### src/rtl/ctrl_pkg.sv
// ctrl_pkg: shared types and constants for the MiniSRC control sequencer.
//   state_t     - sequencer states (RST, T0..T7, STOPPED, HALTED)
//   op_class_t  - instruction classes that share a step pattern
//   OP_*        - 5-bit opcodes found in ir[31:27]
//   ALU_*       - alu_op function codes
//   strobes_t   - packed strobe bundle produced by ctrl_step_decode
// Optional feature macro used by the files importing this package: CTRL_MEM_WAIT_EN.
package ctrl_pkg;

    // T0..T7 are consecutive so the top can advance with state + 1.
    typedef enum logic [3:0] {
        ST_RST     = 4'd0,
        ST_T0      = 4'd1,
        ST_T1      = 4'd2,
        ST_T2      = 4'd3,
        ST_T3      = 4'd4,
        ST_T4      = 4'd5,
        ST_T5      = 4'd6,
        ST_T6      = 4'd7,
        ST_T7      = 4'd8,
        ST_STOPPED = 4'd9,
        ST_HALTED  = 4'd10
    } state_t;

    typedef enum logic [3:0] {
        CL_RALU, CL_IALU, CL_LD, CL_ST, CL_BR, CL_JR, CL_NOP, CL_HALT, CL_UNDEF
    } op_class_t;

    localparam logic [4:0] OP_LD   = 5'b00000;
    localparam logic [4:0] OP_ST   = 5'b00010;
    localparam logic [4:0] OP_ADD  = 5'b00011;
    localparam logic [4:0] OP_SUB  = 5'b00100;
    localparam logic [4:0] OP_AND  = 5'b00101;
    localparam logic [4:0] OP_OR   = 5'b00110;
    localparam logic [4:0] OP_ADDI = 5'b01100;
    localparam logic [4:0] OP_ANDI = 5'b01101;
    localparam logic [4:0] OP_ORI  = 5'b01110;
    localparam logic [4:0] OP_BR   = 5'b10010;
    localparam logic [4:0] OP_JR   = 5'b10100;
    localparam logic [4:0] OP_NOP  = 5'b11010;
    localparam logic [4:0] OP_HALT = 5'b11011;

    localparam logic [4:0] ALU_ADD = 5'b00011;
    localparam logic [4:0] ALU_SUB = 5'b00100;
    localparam logic [4:0] ALU_AND = 5'b00101;
    localparam logic [4:0] ALU_OR  = 5'b00110;

    typedef struct packed {
        logic       gra;
        logic       grb;
        logic       grc;
        logic       rin;
        logic       rout;
        logic       baout;
        logic       pcout;
        logic       pcin;
        logic       incpc;
        logic       marin;
        logic       mdrin;
        logic       mdrout;
        logic       irin;
        logic       yin;
        logic       zin;
        logic       zlowout;
        logic       cout;
        logic       conin;
        logic       read;
        logic       write;
        logic [4:0] alu_op;
        logic       run;
        logic       illegal;
    } strobes_t;

    localparam int STROBE_W = $bits(strobes_t);

    function automatic op_class_t op_class(input logic [4:0] op);
        op_class_t c;
        case (op)
            OP_ADD, OP_SUB, OP_AND, OP_OR: c = CL_RALU;
            OP_ADDI, OP_ANDI, OP_ORI:      c = CL_IALU;
            OP_LD:                         c = CL_LD;
            OP_ST:                         c = CL_ST;
            OP_BR:                         c = CL_BR;
            OP_JR:                         c = CL_JR;
            OP_NOP:                        c = CL_NOP;
            OP_HALT:                       c = CL_HALT;
            default:                       c = CL_UNDEF;
        endcase
        return c;
    endfunction

    // ALU function used in T4 of the register and immediate ALU instructions.
    function automatic logic [4:0] alu_for(input logic [4:0] op);
        logic [4:0] a;
        case (op)
            OP_SUB:          a = ALU_SUB;
            OP_AND, OP_ANDI: a = ALU_AND;
            OP_OR, OP_ORI:   a = ALU_OR;
            default:         a = ALU_ADD;
        endcase
        return a;
    endfunction

endpackage

### src/rtl/ctrl_step_decode.sv
// ctrl_step_decode: purely combinational decode of (state, opcode, con_ff)
// into the datapath strobe bundle for the current control step.
// Ports:
//   state   in  4         current sequencer state (ctrl_pkg::state_t encoding)
//   opcode  in  5         ir[31:27]
//   con_ff  in  1         branch condition, gates the br T6 write-back
//   strobes out STROBE_W  packed ctrl_pkg::strobes_t
module ctrl_step_decode
    import ctrl_pkg::*;
(
    input  logic [3:0]          state,
    input  logic [4:0]          opcode,
    input  logic                con_ff,
    output logic [STROBE_W-1:0] strobes
);

    state_t    st;
    op_class_t cls;
    strobes_t  s;

    assign st      = state_t'(state);
    assign cls     = op_class(opcode);
    assign strobes = s;

    always_comb begin
        s = '0;
        // RST drives everything to zero; every other state defaults alu_op to ADD.
        if (st != ST_RST) s.alu_op = ALU_ADD;
        s.run = st inside {ST_T0, ST_T1, ST_T2, ST_T3, ST_T4, ST_T5, ST_T6, ST_T7};

        case (st)
            ST_T0: begin
                s.pcout = 1'b1; s.marin = 1'b1; s.incpc = 1'b1; s.zin = 1'b1;
            end
            ST_T1: begin
                s.zlowout = 1'b1; s.pcin = 1'b1; s.read = 1'b1; s.mdrin = 1'b1;
            end
            ST_T2: begin
                s.mdrout = 1'b1; s.irin = 1'b1;
            end
            ST_T3: begin
                case (cls)
                    CL_RALU, CL_IALU: begin s.grb = 1'b1; s.rout = 1'b1;  s.yin = 1'b1;   end
                    CL_LD, CL_ST:     begin s.grb = 1'b1; s.baout = 1'b1; s.yin = 1'b1;   end
                    CL_BR:            begin s.gra = 1'b1; s.rout = 1'b1;  s.conin = 1'b1; end
                    CL_JR:            begin s.gra = 1'b1; s.rout = 1'b1;  s.pcin = 1'b1;  end
                    CL_UNDEF:         s.illegal = 1'b1;
                    default:          ;
                endcase
            end
            ST_T4: begin
                case (cls)
                    CL_RALU: begin
                        s.grc = 1'b1; s.rout = 1'b1; s.zin = 1'b1; s.alu_op = alu_for(opcode);
                    end
                    CL_IALU: begin
                        s.cout = 1'b1; s.zin = 1'b1; s.alu_op = alu_for(opcode);
                    end
                    CL_LD, CL_ST: begin s.cout = 1'b1;  s.zin = 1'b1; end
                    CL_BR:        begin s.pcout = 1'b1; s.yin = 1'b1; end
                    default:      ;
                endcase
            end
            ST_T5: begin
                case (cls)
                    CL_RALU, CL_IALU: begin s.zlowout = 1'b1; s.gra = 1'b1; s.rin = 1'b1; end
                    CL_LD, CL_ST:     begin s.zlowout = 1'b1; s.marin = 1'b1; end
                    CL_BR:            begin s.cout = 1'b1; s.zin = 1'b1; end
                    default:          ;
                endcase
            end
            ST_T6: begin
                case (cls)
                    CL_LD: begin s.read = 1'b1; s.mdrin = 1'b1; end
                    CL_ST: begin s.gra = 1'b1; s.rout = 1'b1; s.mdrin = 1'b1; end
                    // Branch target written back only when the condition holds.
                    CL_BR: begin s.zlowout = con_ff; s.pcin = con_ff; end
                    default: ;
                endcase
            end
            ST_T7: begin
                case (cls)
                    CL_LD:   begin s.mdrout = 1'b1; s.gra = 1'b1; s.rin = 1'b1; end
                    CL_ST:   s.write = 1'b1;
                    default: ;
                endcase
            end
            default: ;
        endcase
    end

endmodule

### src/rtl/control_sequencer.sv
// control_sequencer: multi-cycle control-step sequencer for the MiniSRC CPU.
// Walks fetch steps T0-T2 and opcode-specific execute steps T3-T7; outputs are
// Moore decodes of the state register plus ir[31:27] (see ctrl_step_decode).
// Configuration macro: CTRL_MEM_WAIT_EN enables the mem_ack handshake and the
// wait counter / mem_timeout flag; without it every memory step is one cycle.
// Ports:
//   clk, rst_n            clock, asynchronous active-low reset
//   ir[31:0]              instruction register (opcode = ir[31:27])
//   con_ff                branch condition flip-flop
//   mem_ack               memory completed the current Read/Write
//   stop                  pause request, honoured at an instruction boundary
//   Gra..BAout            register-select strobes
//   PCout..CONin          datapath strobes
//   Read, Write           memory request
//   alu_op[4:0]           ALU function for the current step
//   run                   high while executing T0..T7
//   illegal               T3 pulse for an undefined opcode
//   mem_timeout           sticky memory-wait timeout
//   state_dbg[3:0]        current state (ctrl_pkg::state_t encoding)
module control_sequencer
    import ctrl_pkg::*;
#(
    parameter int MEM_WAIT_MAX = 15
) (
    input  logic        clk,
    input  logic        rst_n,
    input  logic [31:0] ir,
    input  logic        con_ff,
    input  logic        mem_ack,
    input  logic        stop,
    output logic        Gra,
    output logic        Grb,
    output logic        Grc,
    output logic        Rin,
    output logic        Rout,
    output logic        BAout,
    output logic        PCout,
    output logic        PCin,
    output logic        IncPC,
    output logic        MARin,
    output logic        MDRin,
    output logic        MDRout,
    output logic        IRin,
    output logic        Yin,
    output logic        Zin,
    output logic        Zlowout,
    output logic        Cout,
    output logic        CONin,
    output logic        Read,
    output logic        Write,
    output logic [4:0]  alu_op,
    output logic        run,
    output logic        illegal,
    output logic        mem_timeout,
    output logic [3:0]  state_dbg
);

    state_t                state, state_next;
    op_class_t             cls;
    logic                  mem_step, mem_done, hold, last_step;
    logic [STROBE_W-1:0]   strobe_vec;
    strobes_t              s;

    assign cls       = op_class(ir[31:27]);
    assign state_dbg = state;

    // Memory handshake: a memory step raises Read or Write and holds it, with
    // the state frozen, until a cycle in which mem_ack=1; the step ends on that
    // clock edge. mem_ack in any other step has no effect.
    assign mem_step = (state == ST_T1) ||
                      (state == ST_T6 && cls == CL_LD) ||
                      (state == ST_T7 && cls == CL_ST);
    assign hold     = mem_step && !mem_done;

    // Last execute step of each instruction class.
    assign last_step = (state == ST_T3 && cls inside {CL_JR, CL_NOP, CL_HALT, CL_UNDEF}) ||
                       (state == ST_T5 && cls inside {CL_RALU, CL_IALU}) ||
                       (state == ST_T6 && cls == CL_BR) ||
                       (state == ST_T7);

    always_ff @(posedge clk or negedge rst_n) begin
        if (!rst_n) state <= ST_RST;
        else        state <= state_next;
    end

    always_comb begin
        state_next = state;
        case (state)
            ST_RST:     state_next = ST_T0;
            ST_STOPPED: if (!stop) state_next = ST_T0;
            ST_HALTED:  state_next = ST_HALTED;
            ST_T0, ST_T1, ST_T2, ST_T3, ST_T4, ST_T5, ST_T6, ST_T7: begin
                if (hold) begin
                    state_next = state;
                end else if (last_step) begin
                    // stop is sampled only where T0 would be entered, so the
                    // current instruction always completes first.
                    if (cls == CL_HALT) state_next = ST_HALTED;
                    else if (stop)      state_next = ST_STOPPED;
                    else                state_next = ST_T0;
                end else begin
                    state_next = state_t'(state + 4'd1);
                end
            end
            default:    state_next = ST_RST;
        endcase
    end

`ifdef CTRL_MEM_WAIT_EN
    localparam int CNT_W = $clog2(MEM_WAIT_MAX + 1);

    logic [CNT_W-1:0] wait_cnt;
    logic             timeout_q;
    logic [26:0]      unused_ir;

    assign mem_done    = mem_ack;
    assign mem_timeout = timeout_q;
    assign unused_ir   = ir[26:0];

    // Counts waiting cycles of the current memory step and saturates at
    // MEM_WAIT_MAX; one more unacknowledged cycle there sets the sticky flag.
    always_ff @(posedge clk or negedge rst_n) begin
        if (!rst_n) begin
            wait_cnt  <= '0;
            timeout_q <= 1'b0;
        end else if (mem_step && !mem_ack) begin
            if (wait_cnt == CNT_W'(MEM_WAIT_MAX)) timeout_q <= 1'b1;
            else                                  wait_cnt  <= wait_cnt + 1'b1;
        end else begin
            wait_cnt <= '0;
        end
    end
`else
    logic unused_ok;

    assign mem_done    = 1'b1;
    assign mem_timeout = 1'b0;
    assign unused_ok   = ^{mem_ack, ir[26:0], 32'(MEM_WAIT_MAX)};
`endif

    ctrl_step_decode u_decode (
        .state   (state),
        .opcode  (ir[31:27]),
        .con_ff  (con_ff),
        .strobes (strobe_vec)
    );

    assign s       = strobe_vec;
    assign Gra     = s.gra;
    assign Grb     = s.grb;
    assign Grc     = s.grc;
    assign Rin     = s.rin;
    assign Rout    = s.rout;
    assign BAout   = s.baout;
    assign PCout   = s.pcout;
    assign PCin    = s.pcin;
    assign IncPC   = s.incpc;
    assign MARin   = s.marin;
    assign MDRin   = s.mdrin;
    assign MDRout  = s.mdrout;
    assign IRin    = s.irin;
    assign Yin     = s.yin;
    assign Zin     = s.zin;
    assign Zlowout = s.zlowout;
    assign Cout    = s.cout;
    assign CONin   = s.conin;
    assign Read    = s.read;
    assign Write   = s.write;
    assign alu_op  = s.alu_op;
    assign run     = s.run;
    assign illegal = s.illegal;

endmodule

### config.mk
export PLATFORM = sky130hd
export DESIGN_NAME = control_sequencer
export DESIGN_NICKNAME = d
export VERILOG_FILES = /design/src/rtl/ctrl_pkg.sv /design/src/rtl/ctrl_step_decode.sv /design/src/rtl/control_sequencer.sv
export SDC_FILE = /design/constraint.sdc
export NUM_CORES = 1
export LEC_CHECK = 0
export CAP_MARGIN = 0
export CORE_MARGIN = 5
export CORE_UTILIZATION = 33
export DETAILED_ROUTE_END_ITERATION = 10
export PLACE_DENSITY = 0.79
export SYNTH_ARGS = -nofsm -noshare
export SYNTH_HDL_FRONTEND = slang
export SYNTH_HIERARCHICAL = 1
export SYNTH_SLANG_ARGS = --single-unit
### constraint.sdc
create_clock -name clk -period 1.7 [get_ports clk]
set_input_delay 0.34 -clock clk [delete_from_list [all_inputs] [get_ports clk]]
set_output_delay 0.34 -clock clk [all_outputs]
set_load 0.1 [all_outputs]
==> summary.md, run 1 <==
| Metric | Value |
|---|---|
| Sink Count | 4 |
| CTS Buffer Depth | 2 |
| Hold-fix buffers, CTS | 0 |
| Last step reached | 5_1_grt |
| Initial antenna violation count | 0 |
| Dpl cell area | 0.002396 sq mm |
| Cell Rows | 20 |
| Status | did not finish |
| Die Wd | 67.50 um |
| Type of pin the worst path ends at | top-level output |
| Error msg | [ERROR DPL-0033] detailed placement checks failed during check placement. |
| Initial core utilization | 35.16% |
| Synth Flop Type | dfrtp_1 |
| Ys Warns | 6 |
| Number of synthesized flops with an enable pin | 0 |
| Register bit count reported by yosys | 4 |
| Port-buffer cells | 37 |
| Placed cell count | 280 |
| Largest area contributor in the netlist | dfrtp_1 |
| Mapped Cells | 156 |
| Syn avg cell area | 6.994 sq um |
| Largest net degree at the start of global routing | 14 |
| Area contributors post-synth | dfrtp_1, nor2_1, nand3_1, ha_1, nor3_1 |
| Die Ht | 67.50 um |
| TritonCTS buffer count | 3 |
| GP Congestion | 1.008 |
| Mapped cell area | 0.001091 sq mm |
| Sequential fraction of the synthesis area | 9.174% |
| Asr flop ratio synth | 100.0% |
| DP HPWL | 3856 um |
| Post-synth top area share | 9.174% |
| Top-level port count | 69 |
| CTS H-tree lvls | 1 |
| Worst endpoint, post-GRT repair | Gra |
| Root buffer cell | clkbuf_4 |
| Post-synth cell types | 55 |
## cell usage after synthesis, drive strengths merged, types with 3 or more instances
| master | count |
|---|---|
| and3b | 3 |
| nor2b | 7 |
| a211oi | 6 |
| nor4 | 3 |
| xnor2 | 4 |
| nand3 | 11 |
| nand2 | 9 |
| or3 | 4 |
| o31a | 3 |
| nor3 | 9 |
| buf | 7 |
| clkbuf | 4 |
| nand2b | 6 |
| dfrtp | 4 |
| inv | 7 |
| ha | 4 |
| o21ai | 7 |
| nor2 | 15 |
## kinds of logic after synthesis
logic type,synth area share (%)
mux,0.9175
fa+ha+maj,4.587
compound gates,28.21
simple gates,44.15
other cells,0.6883
buf+inv,8.257
xor+xnor,4.014
flops,9.175
## per-stage QoR
stage / utilization [%] / setup slack, ns
2_1_floorplan: - / -1.291
3_3_place_gp: 77.22 / -0.9037
3_5_place_dp: 77.22 / -0.9402
4_1_cts: 85.40 / -0.5015
## timing repair
item,CTS
pin swaps,14
endpoints found under the setup margin,29
resized for setup,70
gates cloned,1
buffers inserted,5
==> inputs of run 2 (changes only) <==
Settings changed: CORE_AREA set to 5 5 66 68, CORE_MARGIN 5 to not set, CORE_UTILIZATION 33 to not set, DIE_AREA set to 0 0 71 73, PLACE_DENSITY 0.79 to not set, PLACE_DENSITY_LB_ADDON set to 0.15.
Clock period 1.7 ns to 2.2 ns, I/O delays scaled along.
==> summary.md, run 2 <==
| Metric | Value |
|---|---|
| Clock insertion delay at the later pin of the skew report | 0.21 ns |
| Mapped cell area | 0.001091 sq mm (unchanged) |
| Number of synthesized flops with an enable pin | 0 (unchanged) |
| First-pass GRT wire length | 6975 um |
| Clock-pin slew on the worst setup and hold paths | 0.03 ns |
| Post-synth top area share | 9.174% (unchanged) |
| Status | finished with violations |
| Crit start category | input pin |
| Sequential fraction of the synthesis area | 9.174% (unchanged) |
| Total gr overflow | 0 |
| Final worst slack | -0.1804 ns |
| Register bit count reported by yosys | 4 (unchanged) |
| FF-to-FF End | state_dbg[0]$_DFFE_PN0P_ |
| Area contributors post-synth | dfrtp_1, nor2_1, nand3_1, ha_1, nor3_1 |
| Placed cell count | 274 (-2.1%) |
| Number of max-cap violations | 0 |
| Count of final hold-check violations | 0 |
| Asr flop ratio synth | 100.0% (unchanged) |
| Fin crit period | 2.380 ns |
| Clock group share of total power | 3.9% |
| Nets@finish | 282 |
| Top cells by count, synth | nor2_1, nand3_1, nand2_1, nor3_1 |
| Reg2Reg Setup Slack | 0.12 ns |
| Worst Skew | 0.0005386 ns |
| Antenna cells | 0 |
| R2r startpoint | state_dbg[0]$_DFFE_PN0P_ |
| Routed Antenna Nets | 0 |
| Reg power frac | 5.1% |
| Sink Count | 4 (unchanged) |
| Mapped Cells | 156 (unchanged) |
| RSZ-0062 raised after global routing | yes |
| Vias per cell | 5.322 |
| Lkg Pwr | 1.060 nW |
| Largest net degree at the start of global routing | 13 |
| Initial core utilization | 28.72% (-6.4 points) |
| Cell Rows | 23 (+15%) |
| Die Ht | 73 um (+8.1%) |
| R2r worst-path depth | 9 |
| Cell Chain, Critical Path | buf_6 > buf_6 > nor4_1 > buf_4 > nand3_1 > o32a_1 > nand3_4 > buf_12 |
| Max-slew violation count | 0 |
| Crit-path max FO | 5 |
| PwrDens | 1527 mW/mm^2 |
| DP HPWL | 3341 um (-13%) |
| CTS tree | built |
| Vias | 1,538 |
| Slowest stage delay, CP | 0.45 ns |
| Pint | 0.001538 W |
| Port-buffer cells | 37 (unchanged) |
| Detailed router's first-iteration violation count | 56 |
| Highest clock rate | 420.1 MHz |
| Class of the worst hold path | input pin to async pin |
| Endpoint class of the critical path | output pin |
| CTS Buffer Depth | 2 (unchanged) |
| Vias in the first global route | 1,523 |
| CTS H-tree lvls | 1 (unchanged) |
| DR DRC count | 0 |
| Arrival time worst endpoint | 1.94 ns |
| Final worst path period share | 108.2% |
| Most numerous cell in the Yosys netlist | nor2_1 |
| Slowest CP cell | o32a_1 |
| Ys Warns | 6 (unchanged) |
| Hold-fix buffers, CTS | 0 (unchanged) |
| Area of the core | 0.003799 sq mm |
| Final setup viols | 16 |
| Worst path most repeated cell | buf_6 |
| WP data required | 1.76 ns |
| TritonCTS buffer count | 3 (unchanged) |
| Die Area | 0.005183 sq mm |
| Worst slack, placed | -0.6651 ns (+0.2751 ns) |
| Largest area contributor in the netlist | dfrtp_1 |
| Die Wd | 71 um (+5.2%) |
| Layout cells sized above 1 | 66.11% |
| Most common library cell in the layout ignoring fill and taps | buf_4 |
| NetSw | 0.002391 W |
| Failing checks | negative setup slack |
| Top-level port count | 69 (unchanged) |
| Syn avg cell area | 6.994 sq um (unchanged) |
| Post-synth cell types | 55 (unchanged) |
| Combinational Power Share | 91.1% |
| TNS Setup | -1.395 ns |
| CP Class | input pin to output pin |
| Final WL | 4584 um |
| GP Congestion | 0.9466 (-6.0%) |
| Root buffer cell | clkbuf_8 |
| Drt first pass iters | 4 |
| Sw Share | 60.85% |
| Finished Layout Cells | 289 |
| Critical path launch point | ir[29] |
| Gr usage total | 16.12% |
| Initial antenna violation count | 0 |
| Commonest cells after routing, fill and taps aside | buf_4, buf_12, nor2_1 |
| Synth Flop Type | dfrtp_1 |
| Max rail drop VDD | 0.9157 mV |
| Wire per inst | 15.86 um |
| Area Overhead vs Synth | 135.9% |
| Largest register FFs | 4 |
==> run 2: cell counts after synthesis <==
Identical to the previous run, type by type.
==> run 2: worst max-delay path: cells and delay by family <==
family	cells	cell delay, ns
compound gates	1	0.45
buf+inv	4	0.56
simple gates	3	0.48
==> run 2: cells by family (layout without fill, tap and decap cells) <==
kind of cell | after synthesis | count (layout) | share of synthesized area [%]
xor gates and xnor gates | 5 | 5 | 4.014
other | 2 | 3 | 0.6883
buffers and inverters | 18 | 100 | 8.257
adders and majority gates | 4 | 4 | 4.587
muxes | 1 | 1 | 0.9175
DFF | 4 | 4 | 9.175
AOI/OAI and AO/OA | 39 | 39 | 28.21
and+or+nand+nor | 83 | 83 | 44.15
==> run 2: final cells by class <==
class / count / area, sq um
Multi-Input combinational cell: 135 / 1291
Fill cell: 307 / 1225
Timing Repair Buffer: 90 / 1035
Sequential cell: 4 / 110.1
Tap cell: 50 / 62.56
Clock buffer: 3 / 41.29
Inverter: 7 / 33.78
==> run 2: worst max path at each step <==
stage | cells past startpoint | endpoint | slack [ns]
2_1_floorplan | 5 | Rout | -0.90
5_1_grt | 7 | Rin | -0.24
6_report | 8 | Gra | -0.18
4_1_cts | 7 | Gra | -0.17
3_5_place_dp | 7 | Rout | -0.67
3_3_place_gp | 7 | Rout | -0.62
==> run 2: timing repair <==
item	in CTS	in global routing
setup endpoints to repair	26	21
gates resized for setup	49	27
cloned	1	0
endpoints found under the hold margin	0	0
pin swaps	18	24
setup buffers	6	5
==> run 2: metal layers <==
metal / GRT usage (%) / wire, um / vias to the layer above
met4: 4.175 / 64 / 0
met2: 31.72 / 2552 / 46
met1: 18.25 / 1804 / 739
li1: - / - / 744
met5: 0 / 0 / -
met3: 1.791 / 163 / 9
==> run 2: power groups by stage <==
stage	registers, W	logic, W	clock network (W)
6_report	0.000199	0.00358	0.000152
5_1_grt	0.000208	0.00370	0.000158
4_1_cts	0.000193	0.00345	0.000155
3_5_place_dp	0.000201	0.00336	0
3_3_place_gp	0.000196	0.00333	0
2_1_floorplan	0.000438	0.00204	0
==> run 2: per-stage QoR <==
stage | hold WS, ns | instance area (sq um) | power [W] | util (%)
after global placement | 0.6491 | 2216 | 0.003528 | 58.33
after global routing | 0.4490 | 2574 | 0.004064 | 67.75
after CTS | 0.4334 | 2401 | 0.003795 | 63.21
after detailed placement | 0.6593 | 2216 | 0.003557 | 58.33
after floorplan | 0.1444 | 1306 | 0.002475 | -
final | 0.4274 | 2574 | 0.003930 | 67.75
Power figures use the tool's default switching activity.
==> inputs of run 3 (changes only) <==
Settings changed: HOLD_SLACK_MARGIN set to 0.03.
==> results of run 3 <==
No change in the layout: final DEF, timing and power equal those of run 2.
==> inputs of run 4 (changes only) <==
Settings changed: PLACE_DENSITY set to 0.68, PLACE_DENSITY_LB_ADDON 0.15 to not set.
==> summary.md, run 4 (synthesized netlist as in run 2, its figures left out) <==
| Metric | Value |
|---|---|
| Status | finished with violations |
| Failing checks | negative setup slack |
| Dpl cell area | 0.002201 sq mm (-0.68%) |
| Total gr overflow | 0 (unchanged) |
| Final WL | 4662 um (+1.7%) |
| WP data required | 1.76 ns (about the same) |
| PwrDens | 1524 mW/mm^2 (-0.18%) |
| CP top delay family | compound AO/OA/AOI/OAI gates |
| Critical path depth | 7 (-1) |
| Cell Chain, Critical Path | buf_6 > buf_6 > nor4bb_4 > o31a_1 > o32a_1 > nand3_4 > buf_12 |
| FF-to-FF End | state_dbg[3]$_DFFE_PN0P_ |
| Top-level port count | 69 (unchanged) |
| Commonest cells after routing, fill and taps aside | buf_4, buf_12, buf_6 |
| R2r startpoint | state_dbg[1]$_DFFE_PN0P_ |
| Largest register FFs | 4 (unchanged) |
| Placed cell count | 272 (-0.73%) |
| Count of final hold-check violations | 0 (unchanged) |
| Worst Skew | 0.001801 ns (+0.001263 ns) |
| Vias in the first global route | 1,549 (+1.7%) |
| RSZ-0062 raised after global routing | yes |
| CP Class | input pin to output pin |
| Vias | 1,512 (-1.7%) |
| Endpoint class of the critical path | output pin |
| Layout cells sized above 1 | 63.52% (-2.6 points) |
| DP HPWL | 3278 um (-1.9%) |
| Final setup viols | 13 (-3) |
| Largest net degree at the start of global routing | 16 (+3) |
| Clock-pin slew on the worst setup and hold paths | 0.03 ns (about the same) |
| TritonCTS buffer count | 3 (unchanged) |
| Detailed router's first-iteration violation count | 62 (+11%) |
| Number of max-cap violations | 0 (unchanged) |
| Crit path to | Gra |
| Reg2Reg Setup Slack | 0.13 ns (about the same) |
| Critical path launch point | ir[29] |
| Fin crit period | 2.373 ns (-0.007546 ns) |
| Area of the core | 0.003799 sq mm (unchanged) |
| Die Ht | 73 um (unchanged) |
| Nets@finish | 276 (-2.1%) |
| Max rail drop VDD | 1.011 mV (+10%) |
| Lkg Pwr | 1.028 nW (-3.0%) |
| Class of the worst hold path | input pin to async pin |
| Hold-fix buffers, CTS | 0 (unchanged) |
| GP Congestion | 0.9240 (-2.4%) |
| Total Power | 0.003884 W (-1.2%) |
| CTS Buffer Depth | 2 (unchanged) |
| Final worst slack | -0.1728 ns (+0.007546 ns) |
| Initial core utilization | 28.72% (unchanged) |
| Wire per inst | 16.47 um (+3.9%) |
| Finished Core Util | 67.09% (-0.66 points) |
| Vias per cell | 5.343 (+0.39%) |
| Initial antenna violation count | 0 (unchanged) |
| Highest clock rate | 421.4 MHz (+0.32%) |
| Final worst path period share | 107.9% (-0.34 points) |
| Drt first pass iters | 4 (unchanged) |
| R2r worst-path depth | 8 (-1) |
| Crit start category | input pin |
| Arrival time worst endpoint | 1.93 ns (about the same) |
| Die Wd | 71 um (unchanged) |
| Routed Antenna Nets | 0 (unchanged) |
| CTS tree | built |
| Worst slack, placed | -0.6342 ns (+0.03085 ns) |
| Port-buffer cells | 37 (unchanged) |
| Cell Rows | 23 (unchanged) |
| Max-slew violation count | 0 (unchanged) |
| DR DRC count | 0 (unchanged) |
| Sequential cell area | 110.1 sq um (unchanged) |
| Sink Count | 4 (unchanged) |
| Die Area | 0.005183 sq mm (unchanged) |
| Clock insertion delay at the later pin of the skew report | 0.21 ns (about the same) |
| Fillers | 296 (-3.6%) |
| CTS H-tree lvls | 1 (unchanged) |
| Most common library cell in the layout ignoring fill and taps | buf_4 |
| Slowest CP cell | o32a_1 |
| Antenna cells | 0 (unchanged) |
| Crit-path max FO | 5 (unchanged) |
| Area of the multi-input gates | 0.001286 sq mm (-0.39%) |
| Finished Layout Cells | 283 (-2.1%) |
| Post-route cell area | 0.002549 sq mm (-0.97%) |
| Slowest stage delay, CP | 0.46 ns (about the same) |
| Root buffer cell | clkbuf_8 |
| Buf+Inv Stages, Crit Path | 3 (-1) |
| Gr usage total | 16.41% (+0.29 points) |
| Area Overhead vs Synth | 133.6% |
| Worst path most repeated cell | buf_6 |
| First-pass GRT wire length | 7010 um (+0.50%) |
## run 4: stage by stage
step | hold slack [ns] | setup TNS (ns)
global placement | 0.6485 | -12.09
global route | 0.4443 | -1.698
detailed placement | 0.6522 | -12.81
floorplan | 0.1444 | -8.325
finish | 0.4281 | -0.7714
CTS | 0.4277 | -1.144
## run 4: worst min-delay path by stage
stage                                           to  slack (ns)  cells after the start   from
after CTS                 state_dbg[3]$_DFFE_PN0P_        0.43                      1  rst_n
final                     state_dbg[3]$_DFFE_PN0P_        0.43                      1  rst_n
after global routing      state_dbg[3]$_DFFE_PN0P_        0.44                      1  rst_n
after global placement    state_dbg[0]$_DFFE_PN0P_        0.65                      1  rst_n
after detailed placement  state_dbg[3]$_DFFE_PN0P_        0.65                      1  rst_n
after floorplan           state_dbg[1]$_DFFE_PN0P_        0.14                      0  rst_n
## run 4: where the power goes
| part | switching, W | leakage [nW] | internal, W | total [W] |
|---|---|---|---|---|
| clock network | 0.0000324 | 0.0216 | 0.000116 | 0.000149 |
| registers | 0.0000608 | 0.0461 | 0.000125 | 0.000186 |
| logic | 0.00228 | 0.960 | 0.00127 | 0.00355 |
## run 4: layout make-up
type                            count  share of cell area, %
Multi-Input combinational cell    135                  50.47
Timing Repair Buffer               84                  39.81
Sequential cell                     4                  4.320
Tap cell                           50                  2.455
Clock buffer                        3                  1.620
Inverter                            7                  1.325
## run 4: per-layer routing
metal / part of all wire (%) / vias to the layer above / track usage, %
li1: - / 739 / -
met1: 38 / 715 / 17.67
met2: 54 / 44 / 32.75
met3: 4.1 / 14 / 2.893
met4: 3.3 / 0 / 3.967
met5: 0 / - / 0
## run 4: what timing repair did
action	in CTS	in global routing
setup buffers	5	2
gates resized for setup	51	28
cloned	1	0
endpoints found under the setup margin	26	21
pin swaps	15	14
